<file path="src/rtl/fetch_pkg.sv">
// Shared types and constants for the instruction fetch stage.
package fetch_pkg;

    localparam int unsigned ILEN = 32;

    // One prefetch queue entry: instruction word tagged with its PC.
    typedef struct packed {
        logic [ILEN-1:0] pc;
        logic [ILEN-1:0] instr;
    } fetch_entry_t;

    localparam fetch_entry_t FETCH_ENTRY_RST = '{pc: '0, instr: '0};

    // Clear the byte offset so every fetch address is word-aligned.
    function automatic logic [ILEN-1:0] word_align(input logic [ILEN-1:0] addr);
        return addr & ~ILEN'(3);
    endfunction

endpackage

</file>
<file path="src/rtl/fetch_unit_if.sv">
// Instruction memory, redirect and decode-side handshake bundle of the fetch stage.
interface fetch_unit_if;
    import fetch_pkg::*;

    logic            imem_req;
    logic [ILEN-1:0] imem_addr;
    logic            imem_rvalid;
    logic [ILEN-1:0] imem_rdata;
    logic            redirect_valid;
    logic [ILEN-1:0] redirect_pc;
    logic            out_valid;
    logic            out_ready;
    logic [ILEN-1:0] out_instruction;
    logic [ILEN-1:0] out_pc;

    modport master (
        output imem_req, imem_addr,
        input  imem_rvalid, imem_rdata,
        input  redirect_valid, redirect_pc,
        output out_valid, out_instruction, out_pc,
        input  out_ready
    );

    modport slave (
        input  imem_req, imem_addr,
        output imem_rvalid, imem_rdata,
        output redirect_valid, redirect_pc,
        input  out_valid, out_instruction, out_pc,
        output out_ready
    );

endinterface

</file>
<file path="src/rtl/fetch_fifo.sv">
// Small synchronous FIFO of fetch entries with flush and a registered head.
module fetch_fifo
    import fetch_pkg::*;
#(
    parameter int unsigned DEPTH = 4
) (
    input  logic                   clk,
    input  logic                   rst_n,
    input  logic                   flush,
    input  logic                   push,
    input  fetch_entry_t           push_data,
    input  logic                   pop,
    output fetch_entry_t           head,
    output logic                   head_valid,
    output logic [$clog2(DEPTH):0] count
);

    localparam int unsigned AW = $clog2(DEPTH);
    localparam int unsigned CW = AW + 1;

    fetch_entry_t  mem_q [DEPTH];
    fetch_entry_t  mem_d [DEPTH];
    logic [AW-1:0] wr_ptr_q, wr_ptr_d;
    logic [AW-1:0] rd_ptr_q, rd_ptr_d;
    logic [CW-1:0] count_q, count_d;
    fetch_entry_t  head_q, head_d;
    logic          head_valid_q, head_valid_d;
    logic          do_push, do_pop;

    // Pointer/count update; head is precomputed so it leaves a flop.
    always_comb begin
        do_push      = push && (count_q != CW'(DEPTH));
        do_pop       = pop && (count_q != '0);
        mem_d        = mem_q;
        wr_ptr_d     = wr_ptr_q;
        rd_ptr_d     = rd_ptr_q;
        count_d      = count_q;
        if (flush) begin
            wr_ptr_d = '0;
            rd_ptr_d = '0;
            count_d  = '0;
        end else begin
            if (do_push) begin
                mem_d[wr_ptr_q] = push_data;
                wr_ptr_d        = wr_ptr_q + AW'(1);
            end
            if (do_pop) begin
                rd_ptr_d = rd_ptr_q + AW'(1);
            end
            count_d = count_q + CW'(do_push) - CW'(do_pop);
        end
        head_valid_d = (count_d != '0);
        head_d       = head_valid_d ? mem_d[rd_ptr_d] : FETCH_ENTRY_RST;
    end

    // Control state with synchronous active-low reset.
    always_ff @(posedge clk) begin
        if (!rst_n) begin
            wr_ptr_q     <= '0;
            rd_ptr_q     <= '0;
            count_q      <= '0;
            head_q       <= FETCH_ENTRY_RST;
            head_valid_q <= 1'b0;
        end else begin
            wr_ptr_q     <= wr_ptr_d;
            rd_ptr_q     <= rd_ptr_d;
            count_q      <= count_d;
            head_q       <= head_d;
            head_valid_q <= head_valid_d;
        end
    end

    // Storage needs no reset; validity is tracked by the count.
    always_ff @(posedge clk) begin
        mem_q <= mem_d;
    end

    assign head       = head_q;
    assign head_valid = head_valid_q;
    assign count      = count_q;

endmodule

</file>
<file path="src/rtl/fetch_unit.sv">
// Instruction fetch stage: credit-limited prefetch from in-order memory with redirect flush.
module fetch_unit
    import fetch_pkg::*;
#(
    parameter int unsigned DEPTH = 4
) (
    input  logic            clk,
    input  logic            reset,
    input  logic [ILEN-1:0] initial_pc,
    fetch_unit_if.master    bus
);

    localparam int unsigned CW = $clog2(DEPTH) + 1;
    localparam int unsigned SW = CW + 1;

    logic [ILEN-1:0] fetch_pc_q, fetch_pc_d;
    logic [CW-1:0]   outstanding_q, outstanding_d;
    logic [CW-1:0]   drop_cnt_q, drop_cnt_d;
    logic [CW-1:0]   occupancy, tag_count;
    logic [SW-1:0]   credit_used;
    logic            issue, resp_keep, out_fire;
    logic            q_valid, tag_valid, unused_tag;
    fetch_entry_t    tag_head, out_head, tag_push_data, q_push_data;

    // Issue/accept/pop qualifiers; redirect and reset override everything.
    always_comb begin
        credit_used   = SW'(outstanding_q) + SW'(occupancy);
        issue         = reset && !bus.redirect_valid && (drop_cnt_q == '0)
                        && (credit_used < SW'(DEPTH));
        resp_keep     = reset && !bus.redirect_valid && bus.imem_rvalid && (drop_cnt_q == '0);
        out_fire      = reset && !bus.redirect_valid && q_valid && bus.out_ready;
        tag_push_data = '{pc: fetch_pc_q, instr: '0};
        q_push_data   = '{pc: tag_head.pc, instr: bus.imem_rdata};
    end

    // Next fetch PC, in-flight count and count of responses still to discard.
    always_comb begin
        fetch_pc_d    = fetch_pc_q;
        outstanding_d = outstanding_q;
        drop_cnt_d    = drop_cnt_q;
        if (bus.redirect_valid) begin
            fetch_pc_d    = word_align(bus.redirect_pc);
            outstanding_d = outstanding_q - CW'(bus.imem_rvalid);
            drop_cnt_d    = outstanding_q - CW'(bus.imem_rvalid);
        end else begin
            if (issue) begin
                fetch_pc_d = fetch_pc_q + ILEN'(4);
            end
            outstanding_d = outstanding_q + CW'(issue) - CW'(bus.imem_rvalid);
            if (bus.imem_rvalid && (drop_cnt_q != '0)) begin
                drop_cnt_d = drop_cnt_q - CW'(1);
            end
        end
    end

    // Fetch state registers with synchronous active-low reset.
    always_ff @(posedge clk) begin
        if (!reset) begin
            fetch_pc_q    <= word_align(initial_pc);
            outstanding_q <= '0;
            drop_cnt_q    <= '0;
        end else begin
            fetch_pc_q    <= fetch_pc_d;
            outstanding_q <= outstanding_d;
            drop_cnt_q    <= drop_cnt_d;
        end
    end

    // PCs of requests still awaiting a response, in issue order.
    fetch_fifo #(.DEPTH(DEPTH)) u_tag_fifo (
        .clk        (clk),
        .rst_n      (reset),
        .flush      (bus.redirect_valid),
        .push       (issue),
        .push_data  (tag_push_data),
        .pop        (resp_keep),
        .head       (tag_head),
        .head_valid (tag_valid),
        .count      (tag_count)
    );

    // Returned instructions waiting for decode.
    fetch_fifo #(.DEPTH(DEPTH)) u_inst_fifo (
        .clk        (clk),
        .rst_n      (reset),
        .flush      (bus.redirect_valid),
        .push       (resp_keep),
        .push_data  (q_push_data),
        .pop        (out_fire),
        .head       (out_head),
        .head_valid (q_valid),
        .count      (occupancy)
    );

    assign unused_tag          = ^{tag_head.instr, tag_count, tag_valid};

    assign bus.imem_req        = issue;
    assign bus.imem_addr       = word_align(fetch_pc_q);
    assign bus.out_valid       = q_valid;
    assign bus.out_instruction = out_head.instr;
    assign bus.out_pc          = out_head.pc;

endmodule
</file>
<file path="src/flat_wrapper.sv">
// flat-port wrapper written by rule: the top's interface ports become plain ports
module fetch_unit_flat import fetch_pkg::*;
#(
    parameter int unsigned DEPTH = 4
)
  (clk, reset, initial_pc, bus_imem_req, bus_imem_addr, bus_imem_rvalid, bus_imem_rdata, bus_redirect_valid, bus_redirect_pc, bus_out_valid, bus_out_instruction, bus_out_pc, bus_out_ready);
  fetch_unit_if bus_i ();
  input  logic clk;
  input  logic reset;
  input  logic [ILEN-1:0] initial_pc;
  output wire logic [$bits(bus_i.imem_req)-1:0] bus_imem_req;
  output wire logic [$bits(bus_i.imem_addr)-1:0] bus_imem_addr;
  input wire logic [$bits(bus_i.imem_rvalid)-1:0] bus_imem_rvalid;
  input wire logic [$bits(bus_i.imem_rdata)-1:0] bus_imem_rdata;
  input wire logic [$bits(bus_i.redirect_valid)-1:0] bus_redirect_valid;
  input wire logic [$bits(bus_i.redirect_pc)-1:0] bus_redirect_pc;
  output wire logic [$bits(bus_i.out_valid)-1:0] bus_out_valid;
  output wire logic [$bits(bus_i.out_instruction)-1:0] bus_out_instruction;
  output wire logic [$bits(bus_i.out_pc)-1:0] bus_out_pc;
  input wire logic [$bits(bus_i.out_ready)-1:0] bus_out_ready;
  assign bus_imem_req = bus_i.imem_req;
  assign bus_imem_addr = bus_i.imem_addr;
  assign bus_i.imem_rvalid = bus_imem_rvalid;
  assign bus_i.imem_rdata = bus_imem_rdata;
  assign bus_i.redirect_valid = bus_redirect_valid;
  assign bus_i.redirect_pc = bus_redirect_pc;
  assign bus_out_valid = bus_i.out_valid;
  assign bus_out_instruction = bus_i.out_instruction;
  assign bus_out_pc = bus_i.out_pc;
  assign bus_i.out_ready = bus_out_ready;
  fetch_unit #(.DEPTH(DEPTH)) u_core (.clk(clk), .reset(reset), .initial_pc(initial_pc), .bus(bus_i));
endmodule
</file>
<file path="config.mk">
export PLATFORM = sky130hd
export DESIGN_NAME = fetch_unit_flat
export DESIGN_NICKNAME = d
export VERILOG_FILES = /design/src/rtl/fetch_pkg.sv /design/src/rtl/fetch_unit_if.sv /design/src/rtl/fetch_fifo.sv /design/src/rtl/fetch_unit.sv /design/src/flat_wrapper.sv
export SDC_FILE = /design/constraint.sdc
export NUM_CORES = 1
export LEC_CHECK = 0
export CAP_MARGIN = 0
export CORE_MARGIN = 10
export CORE_UTILIZATION = 35
export DETAILED_ROUTE_END_ITERATION = 6
export PLACE_DENSITY = 0.58
export SETUP_SLACK_MARGIN = 0.4
export SYNTH_ARGS = -nofsm -noshare
export SYNTH_HDL_FRONTEND = slang
export SYNTH_HIERARCHICAL = 1
export SYNTH_SLANG_ARGS = --single-unit
</file>
<file path="constraint.sdc">
create_clock -name clk -period 3.9 [get_ports clk]
set_clock_uncertainty 0.2 [all_clocks]
set_input_delay 0.39 -clock clk [delete_from_list [all_inputs] [get_ports clk]]
set_output_delay 0.39 -clock clk [all_outputs]
set_load 0.01 [all_outputs]
</file>
---- After elaboration in Yosys (flattened, before gate mapping) ----
Index checks and enable logic that the tools add are counted.
word-level totals
  flip-flop bits (word level) ............. 661
  logic and storage cells ................. 112
cells by class
  add/sub/neg operators ................... 14
  order comparisons ....................... 7
  equality and inequality tests ........... 3
  muxes and demuxes ....................... 28
  bitwise logic cells ..................... 5
  reductions and logical operators ........ 25
operators by type and width
  kind                     number
  $mux W256                4
  $bwmux W256              2
  $mux W64                 6
  $bmux W64 S2             2
  $demux W64 S2            2
  $mux W32                 3
  $add A32 B3 Y32 const B  1
  $mux W3                  5
  $reduce_bool A3 Y1       5
  $logic_and A1 B1 Y1      14
  $ge A3 B3 Y1 const B     4
  $not A2 Y3               4
  $sub A3 B1 Y3            4
  $add A3 B1 Y3            3
  $add A2 B1 Y2 const B    4
  $mux W2                  4
  $lt A3 B1 Y1 const B     2
  $ne A3 B3 Y1 const B     2
  $add A3 B3 Y4            1
  $lt A4 B3 Y1 const B     1
  $reduce_and A2 Y1        2
  $logic_not A3 Y1         1
  $ne A3 B1 Y1 const B     1
  $sub A3 B1 Y3 const B    1
  4 further kinds          4

---- Logic depth before layout (Yosys ltp) ----
Gate-level depths: netlist of run 1.
  depth in word-level cells ............... 11
  depth in mapped cells ................... 18
  mapped depth without buffers ............ 16

---- By module ----
The synthesis of run 1 kept the hierarchy.
by module, submodules not included
  module                            instances  cells each  area an instance (sq um)  sequential area each (sq um)
  fetch_fifo at u_core.u_inst_fifo  1          1168        12786.0                   6566.3
  fetch_fifo at u_core.u_tag_fifo   1          1168        12777.3                   6566.3
  fetch_unit                        1          257         2499.9                    1021.0

---- Worst setup path after synthesis of run 1 ----
Ideal clock, no wire load.
  path kind ............................... input-to-reg
  start point ............................. in reset
  end point ............................... reg u_core/u_tag_fifo/head[10] (netlist name)
  setup time .............................. 0.088 ns
  arrival time ............................ 3.609 ns
  data required time ...................... 3.612 ns
  path slack .............................. 0.003 ns
  stages on the path ...................... 18
  buffers on the path ..................... 4
  path through ............................ buf_2 > clkinv_1 > nor2_1 > clkbuf_1 > and3_1 > o31a_1 > ha_1 > inv_1 > ha_1 > inv_1 > fa_1 > xnor3_1 > a31oi_2 > and2b_1 > buf_4 > buf_2 > o221ai_1 > o32ai_2
RTL lines
  what                line               text
  start: declaration  flat_wrapper.sv:9  input logic reset;

---- Final worst setup path of run 1 ----
  start point ............................. reg u_core.drop_cnt_q[0]
  end point ............................... reg u_core.u_tag_fifo.head_q, in the netlist u_core/u_tag_fifo/head[53]
between the ends
  word-level cells in the longest chain between the ends .. 9
ends and longest elaborated chain
  what                                                            line                                text
  start: declaration                                              fetch_unit.sv:18                    logic [CW-1:0] drop_cnt_q, drop_cnt_d;
  start signal: assignment                                        fetch_unit.sv:65                    drop_cnt_q <= drop_cnt_d;
  $logic_not A3 Y1 (*)                                            fetch_unit.sv:28, fetch_unit.sv:30
  $logic_and A1 B1 Y1, on equally long branches                   fetch_unit.sv:28, fetch_unit.sv:30
  $logic_and A1 B1 Y1, on equally long branches                   fetch_unit.sv:29, fetch_fifo.sv:33
  $logic_and A1 B1 Y1 / $mux W2 (equally long branches)           fetch_fifo.sv:32, fetch_fifo.sv:47
  $add A3 B1 Y3 (tied with other cells)                           fetch_fifo.sv:50                    count_d = count_q + CW'(do_push) - CW'(do_pop);
  $sub A3 B1 Y3 (tied with other cells)                           fetch_fifo.sv:50
  $mux W3 / $bmux W64 S2 (equally long branches)                  fetch_fifo.sv:38, fetch_fifo.sv:53
  $reduce_bool A3 Y1 / $mux W64 (equally long branches)           fetch_fifo.sv:52, fetch_fifo.sv:53
  $reduce_and A2 Y1 (no line) / $mux W64 (equally long branches)  -
  end signal: assignment                                          fetch_fifo.sv:62                    head_q <= FETCH_ENTRY_RST;
  end signal: assignment                                          fetch_fifo.sv:68                    head_q <= head_d;
  end: declaration                                                fetch_fifo.sv:26                    fetch_entry_t head_q, head_d;
Every way passes the cells marked *; elsewhere a longest branch is shown, timed or not. The select of a mux whose other input is x is not followed.
A chain may end at the register's enable or synchronous reset.

==> reports/results.ini, run 1 <==
[grt]
grt_pass1_vias = 17146
antenna_found_initial = 1
grt-ovfl-total = 0
grtUsageTotal_pct = 16.6
use_met3_pct = 3.83
use_met2_pct = 28.4
grt_pass1_wl_um = 97800
top_usage_layer = met2
use_met1_pct = 20.6
grt_start_max_net_pins = 64

[sta]
setup_tns_ps = 0
setup_viol_count_final = 0
timing.fmax_mhz = 289
worst_pin_slew_ps = 949
fin_crit_sh_pct = 88.8
fin_crit_ps = 3460
rsz0062_at_grt = true
drv_slew = 0
max_slew_margin_pct = 36.7
setup_ws_ps = 436
hold_ws_ps = 183
hold_violations = 0

[synthesis]
ys.warnings.count = 6
syn_avg_cell_area_um2 = 10.7
syn_inst = 2046
synth_area_um2 = 22000

[clock_tree]
cts_made_buffers = 54
htree_levels = 2
cts_sinks = 531
cts-root-buf = clkbuf_16
path_clk_slew_ps = 60
insertion_delay_ps = 610
cts_tree = yes
clock_path_buffers = 3
hold_buffers = 0

[detailed_routing]
drt-initial-drc-count = 897
wl_um = 65300
firstDrtPassIters = 5
antenna_left = 0
route.vias.total = 16484
wl_per_cell_um = 20.8
via_per_inst = 5.26
drc = 0

[power]
p_total_mw = 13.2
power-per-cell-area_nw_per_um2 = 473
power.leakage_nw = 11.0
ir_drop_mv = 0.309

[floorplanning]
dieWidth_um = 271
start_util_pct = 35.5
rows = 91
pin_count = 199
die_area_um2 = 73200
die_h_um = 271
core_area_um2 = 61900

[place]
placed_cell_area_um2 = 25000
io_buffers = 192
placed_cells = 3003
post-place-ws_ps = -212
gp_congestion = 0.797
dp_hpwl_um = 37800

[worst_setup_path]
arrival_ps = 3790
required_ps = 4220
crit_path_end_kind = flop
crit_path_start_kind = flop
worst-path-max-fanout = 8
worst-setup-path-type = flop to flop

[status]
status = finished, final reports clean

[layout]
final_cell_mix = 497 x dfxtp_1, 307 x nand2_1, 294 x mux2_2, 214 x nor2_1, 191 x clkdlybuf4s50_1
instances_no_fill = 3134
antenna_cells = 0
layout-drive-gt1-share_pct = 28.7
final_common_cell = dfxtp_1
fin_area_um2 = 27800
area_delta_synth_final_pct = 26.4
nNetsFinal = 2378
fin_util_pct = 44.8

[min_path]
hold_class = input port to flop

[job]
cap_violations = 0

[path summary, 6_finish.rpt]
kind / start / end / slack [ps] / cells past startpoint
setup / recovery: u_core/drop_cnt_q[0]$_SDFFE_PN0P_ / u_core/u_tag_fifo/head[53]$_SDFF_PN0_ / 440 / 19
hold / removal: reset / u_core/u_inst_fifo/rd_ptr_q[0]$_SDFF_PN0_ / 180 / 3
setup reg to reg: u_core/drop_cnt_q[0]$_SDFFE_PN0P_ / u_core/u_tag_fifo/head[53]$_SDFF_PN0_ / 440 / 19
hold reg to reg: u_core/u_tag_fifo/mem_q[177]$_DFF_P_ / u_core/u_tag_fifo/mem_q[177]$_DFF_P_ / 240 / 2
[power by group]
part	internal [mW]	leakage, nW	total [mW]	switching (mW)
sequential	5.94	4.38	6.31	0.366
clock	3.29	0.941	5.50	2.21
combinational	0.724	5.71	1.34	0.613
[layout make-up]
cell class / instances / area, um2
Tap cell: 837 / 1050
Clock inverter: 23 / 314
Multi-Input combinational cell: 1356 / 10700
Timing Repair Buffer: 291 / 3160
Inverter: 19 / 76.3
Clock buffer: 77 / 1590
Sequential cell: 531 / 10900
Fill cell: 5732 / 34200
[sequential cells by signal (all words and copies together) (netlist names), 3 cells and up]
name / flops
u_core/u_tag_fifo/head: 32
u_core/u_inst_fifo/mem_q: 256
u_core/outstanding_q: 3
u_core/fetch_pc_q: 30
u_core/drop_cnt_q: 3
u_core/u_inst_fifo/count: 3
u_core/u_tag_fifo/mem_q: 128
u_core/u_inst_fifo/head: 64
u_core/u_tag_fifo/count: 3
[metal layers]
layer  wire [um]  up-vias  part of all wire, %
met3        3680       88                  5.6
met4        1420        0                  2.2
met5           0        -                    0
met2       31200      427                   48
li1            -     7816                    -
met1       29000     8153                   44
[worst max-delay path, cell delays in order (launching register included)]
cell and delay, ps:
dfxtp_1 310, inv_2 80, ha_4 140, nor2b_4 160, buf_6 110, nand3_2 80
a31oi_4 160, nand2_2 100, ha_4 220, inv_1 50, ha_1 120, inv_1 50
fa_2 330, xnor3_1 240, a31oi_4 210, nand2_2 90, buf_12 170, buf_4 150
buf_4 140, o32ai_2 250
[timing repair]
action                                 CTS  global route
cloned                                   1            10
endpoints found under the hold margin    0             0
setup buffers                           14             6
setup endpoints to repair               95            96
resized for setup                       24            54
pin swaps                                9            18
Note: power is estimated with default switching activity, not from simulation.
==> run 2: changes to the inputs <==
--- a/config.mk
+++ b/config.mk
@@ -6,7 +6,7 @@
 export NUM_CORES = 1
 export LEC_CHECK = 0
 export CAP_MARGIN = 0
-export CORE_MARGIN = 10
+export CORE_MARGIN = 4
 export CORE_UTILIZATION = 35
 export DETAILED_ROUTE_END_ITERATION = 6
 export PLACE_DENSITY = 0.58
==> run 2 against run 1 <==
- die area decreased by 8.7%
- first-iteration DRC count is 22% higher
- final cell count grew 0.35%
- critical endpoint is now u_core/u_tag_fifo/wr_ptr_q[0]$_SDFFE_PP0N_
==> reports/results.ini, run 2 (synthesized netlist as in run 1, its figures left out) <==
[status]
status = finished, final reports clean

[worst_setup_path]
crit_path_end_kind = flop
worst-path-max-fanout = 2  ; -6
critPathCapture = u_core/u_tag_fifo/wr_ptr_q[0]$_SDFFE_PP0N_
r2r_end = u_core/u_tag_fifo/wr_ptr_q[0]$_SDFFE_PP0N_
rr_worst_depth = 24  ; +5
worst-r2r-setup-slack_ps = 380  ; -50 ps
r2r-start = u_core/u_inst_fifo/count[2]$_SDFF_PN0_
crit_path_start_kind = flop
worst-setup-path-type = flop to flop
required_ps = 4180  ; -40 ps
startpoint = u_core/u_inst_fifo/count[2]$_SDFF_PN0_
arrival_ps = 3790  ; about the same

[place]
io_buffers = 192  ; unchanged
post-place-ws_ps = -315  ; -103 ps
dp_hpwl_um = 36600  ; -3.1%
placed_cell_area_um2 = 25000  ; unchanged
gp_congestion = 0.769  ; -3.5%

[clock_tree]
cts_sinks = 531  ; unchanged
insertion_delay_ps = 610  ; about the same
cts_made_buffers = 55  ; +1.9%
path_clk_slew_ps = 60  ; about the same
cts-root-buf = clkbuf_16
cts_tree = yes
clock_path_buffers = 3  ; unchanged
htree_levels = 2  ; unchanged

[sta]
setup_viol_count_final = 0  ; unchanged
max_slew_margin_pct = 35.7  ; -1.0 points
fin_crit_sh_pct = 90.2  ; +1.3 points
setup_tns_ps = 0  ; unchanged
hold_violations = 0  ; unchanged
worst_pin_slew_ps = 965  ; +15.7 ps
timing.fmax_mhz = 284  ; -1.5%
fin_crit_ps = 3520  ; +52.4 ps
setup_ws_ps = 384  ; -52.4 ps
rsz0062_at_grt = true
drv_slew = 0  ; unchanged

[detailed_routing]
route.vias.total = 16694  ; +1.3%
wl_per_cell_um = 20.2  ; -3.1%
firstDrtPassIters = 5  ; unchanged
drc = 0  ; unchanged
antenna_left = 0  ; unchanged
wl_um = 63500  ; -2.8%
drt-initial-drc-count = 1098  ; +22%
via_per_inst = 5.31  ; +0.92%

[grt]
grtUsageTotal_pct = 18.1  ; +1.5 points
grt_pass1_vias = 17299  ; +0.89%
grt_start_max_net_pins = 64  ; unchanged
antenna_found_initial = 0  ; -1
grt_pass1_wl_um = 97400  ; -0.42%
grt-ovfl-total = 0  ; unchanged

[power]
power.leakage_nw = 11.2  ; +1.3%
ir_drop_mv = 0.326  ; +5.6%
power-per-cell-area_nw_per_um2 = 474  ; +0.20%

[floorplanning]
rows = 91  ; unchanged
die_area_um2 = 66900  ; -8.7%
die_h_um = 259  ; -4.4%
dieWidth_um = 259  ; -4.4%
core_area_um2 = 61900  ; unchanged
pin_count = 199  ; unchanged
start_util_pct = 35.5  ; unchanged

[layout]
antenna_cells = 0  ; unchanged
largest_reg_flops = 256  ; unchanged
regMostFlops = u_core/u_inst_fifo/mem_q
nNetsFinal = 2390  ; +0.50%
fin_area_um2 = 27900  ; +0.59%
final_common_cell = dfxtp_1
area_delta_synth_final_pct = 27.1
layout-drive-gt1-share_pct = 29.5  ; +0.86 points
final_cell_mix = 497 x dfxtp_1, 307 x nand2_1, 294 x mux2_2, 214 x nor2_1, 191 x clkdlybuf4s50_1

[min_path]
worstHoldStart = reset
hold_class = input port to flop

[job]
cap_violations = 0  ; unchanged

[run 2: cell count changes in the layout (fill, tap and decap cells not counted), sizes merged]
cell and delta:
bufinv -2, buf +16, clkinvlp -1, clkbuf -2
[run 2: what timing repair did]
item,in CTS,in global routing
endpoints found under the setup margin,95,98
pin swaps,6,63
resized for setup,18,80
hold buffers,0,0
cloned,4,3
buffers inserted,22,13
[run 2: metrics by stage]
| step | hold WS, ps | total power, mW | util (%) | cells |
|---|---|---|---|---|
| final | 195 | 13.3 | 45.1 | 3145 |
| after global routing | 216 | 13.8 | 45.1 | 3145 |
| after CTS | 214 | 13.3 | 44.1 | 3129 |
| after detailed placement | 233 | 7.66 | 40.4 | 3003 |
| after global placement | 229 | 7.58 | 40.4 | 3003 |
| after floorplan | 223 | 7.14 | - | 2059 |
[run 2: critical path: stages (launching register included)]
cell and delay [ps]:
dfxtp_2 330, ha_4 240, nor3_4 160, nand3_2 110, a31oi_4 170, nand2_2 110
buf_6 120, buf_4 120, buf_6 100, buf_6 100, buf_6 100, buf_4 120
buf_4 120, buf_6 100, buf_4 110, buf_4 120, buf_6 110, buf_6 110
buf_6 110, buf_6 110, buf_6 110, buf_6 100, buf_6 110, xnor2_2 140
nor2_1 60
[run 2: where the power goes]
part	internal, mW	switching [mW]
clock	3.38	2.22
sequential	5.94	0.367
combinational	0.736	0.609
total	10.1	3.20
[run 2: cell type report]
type | count | area, um2
Clock buffer | 80 | 1720
Clock inverter | 20 | 253
Fill cell | 5725 | 34000
Inverter | 19 | 78.8
Multi-Input combinational cell | 1356 | 10700
Sequential cell | 531 | 10900
Tap cell | 837 | 1050
Timing Repair Buffer | 302 | 3260
[run 2: routing by layer]
metal	global-route usage [%]	up-vias	wire length, um
met5	0	-	0
li1	-	7857	-
met1	23.6	8258	28300
met2	31.2	498	30500
met4	4.57	0	1160
met3	3.01	81	3450
[run 2: how the worst min path moves through the flow]
stage,end,slack [ps],depth (start not counted)
floorplan,u_core/u_inst_fifo/mem_q[128]$_DFF_P_,220,2
global placement,u_core/u_tag_fifo/mem_q[176]$_DFF_P_,230,2
detailed placement,u_core/u_inst_fifo/mem_q[141]$_DFF_P_,230,2
CTS,u_core/u_inst_fifo/mem_q[133]$_DFF_P_,210,3
global route,u_core/u_inst_fifo/rd_ptr_q[0]$_SDFF_PN0_,220,3
finish,u_core/u_tag_fifo/rd_ptr_q[0]$_SDFF_PN0_,190,3
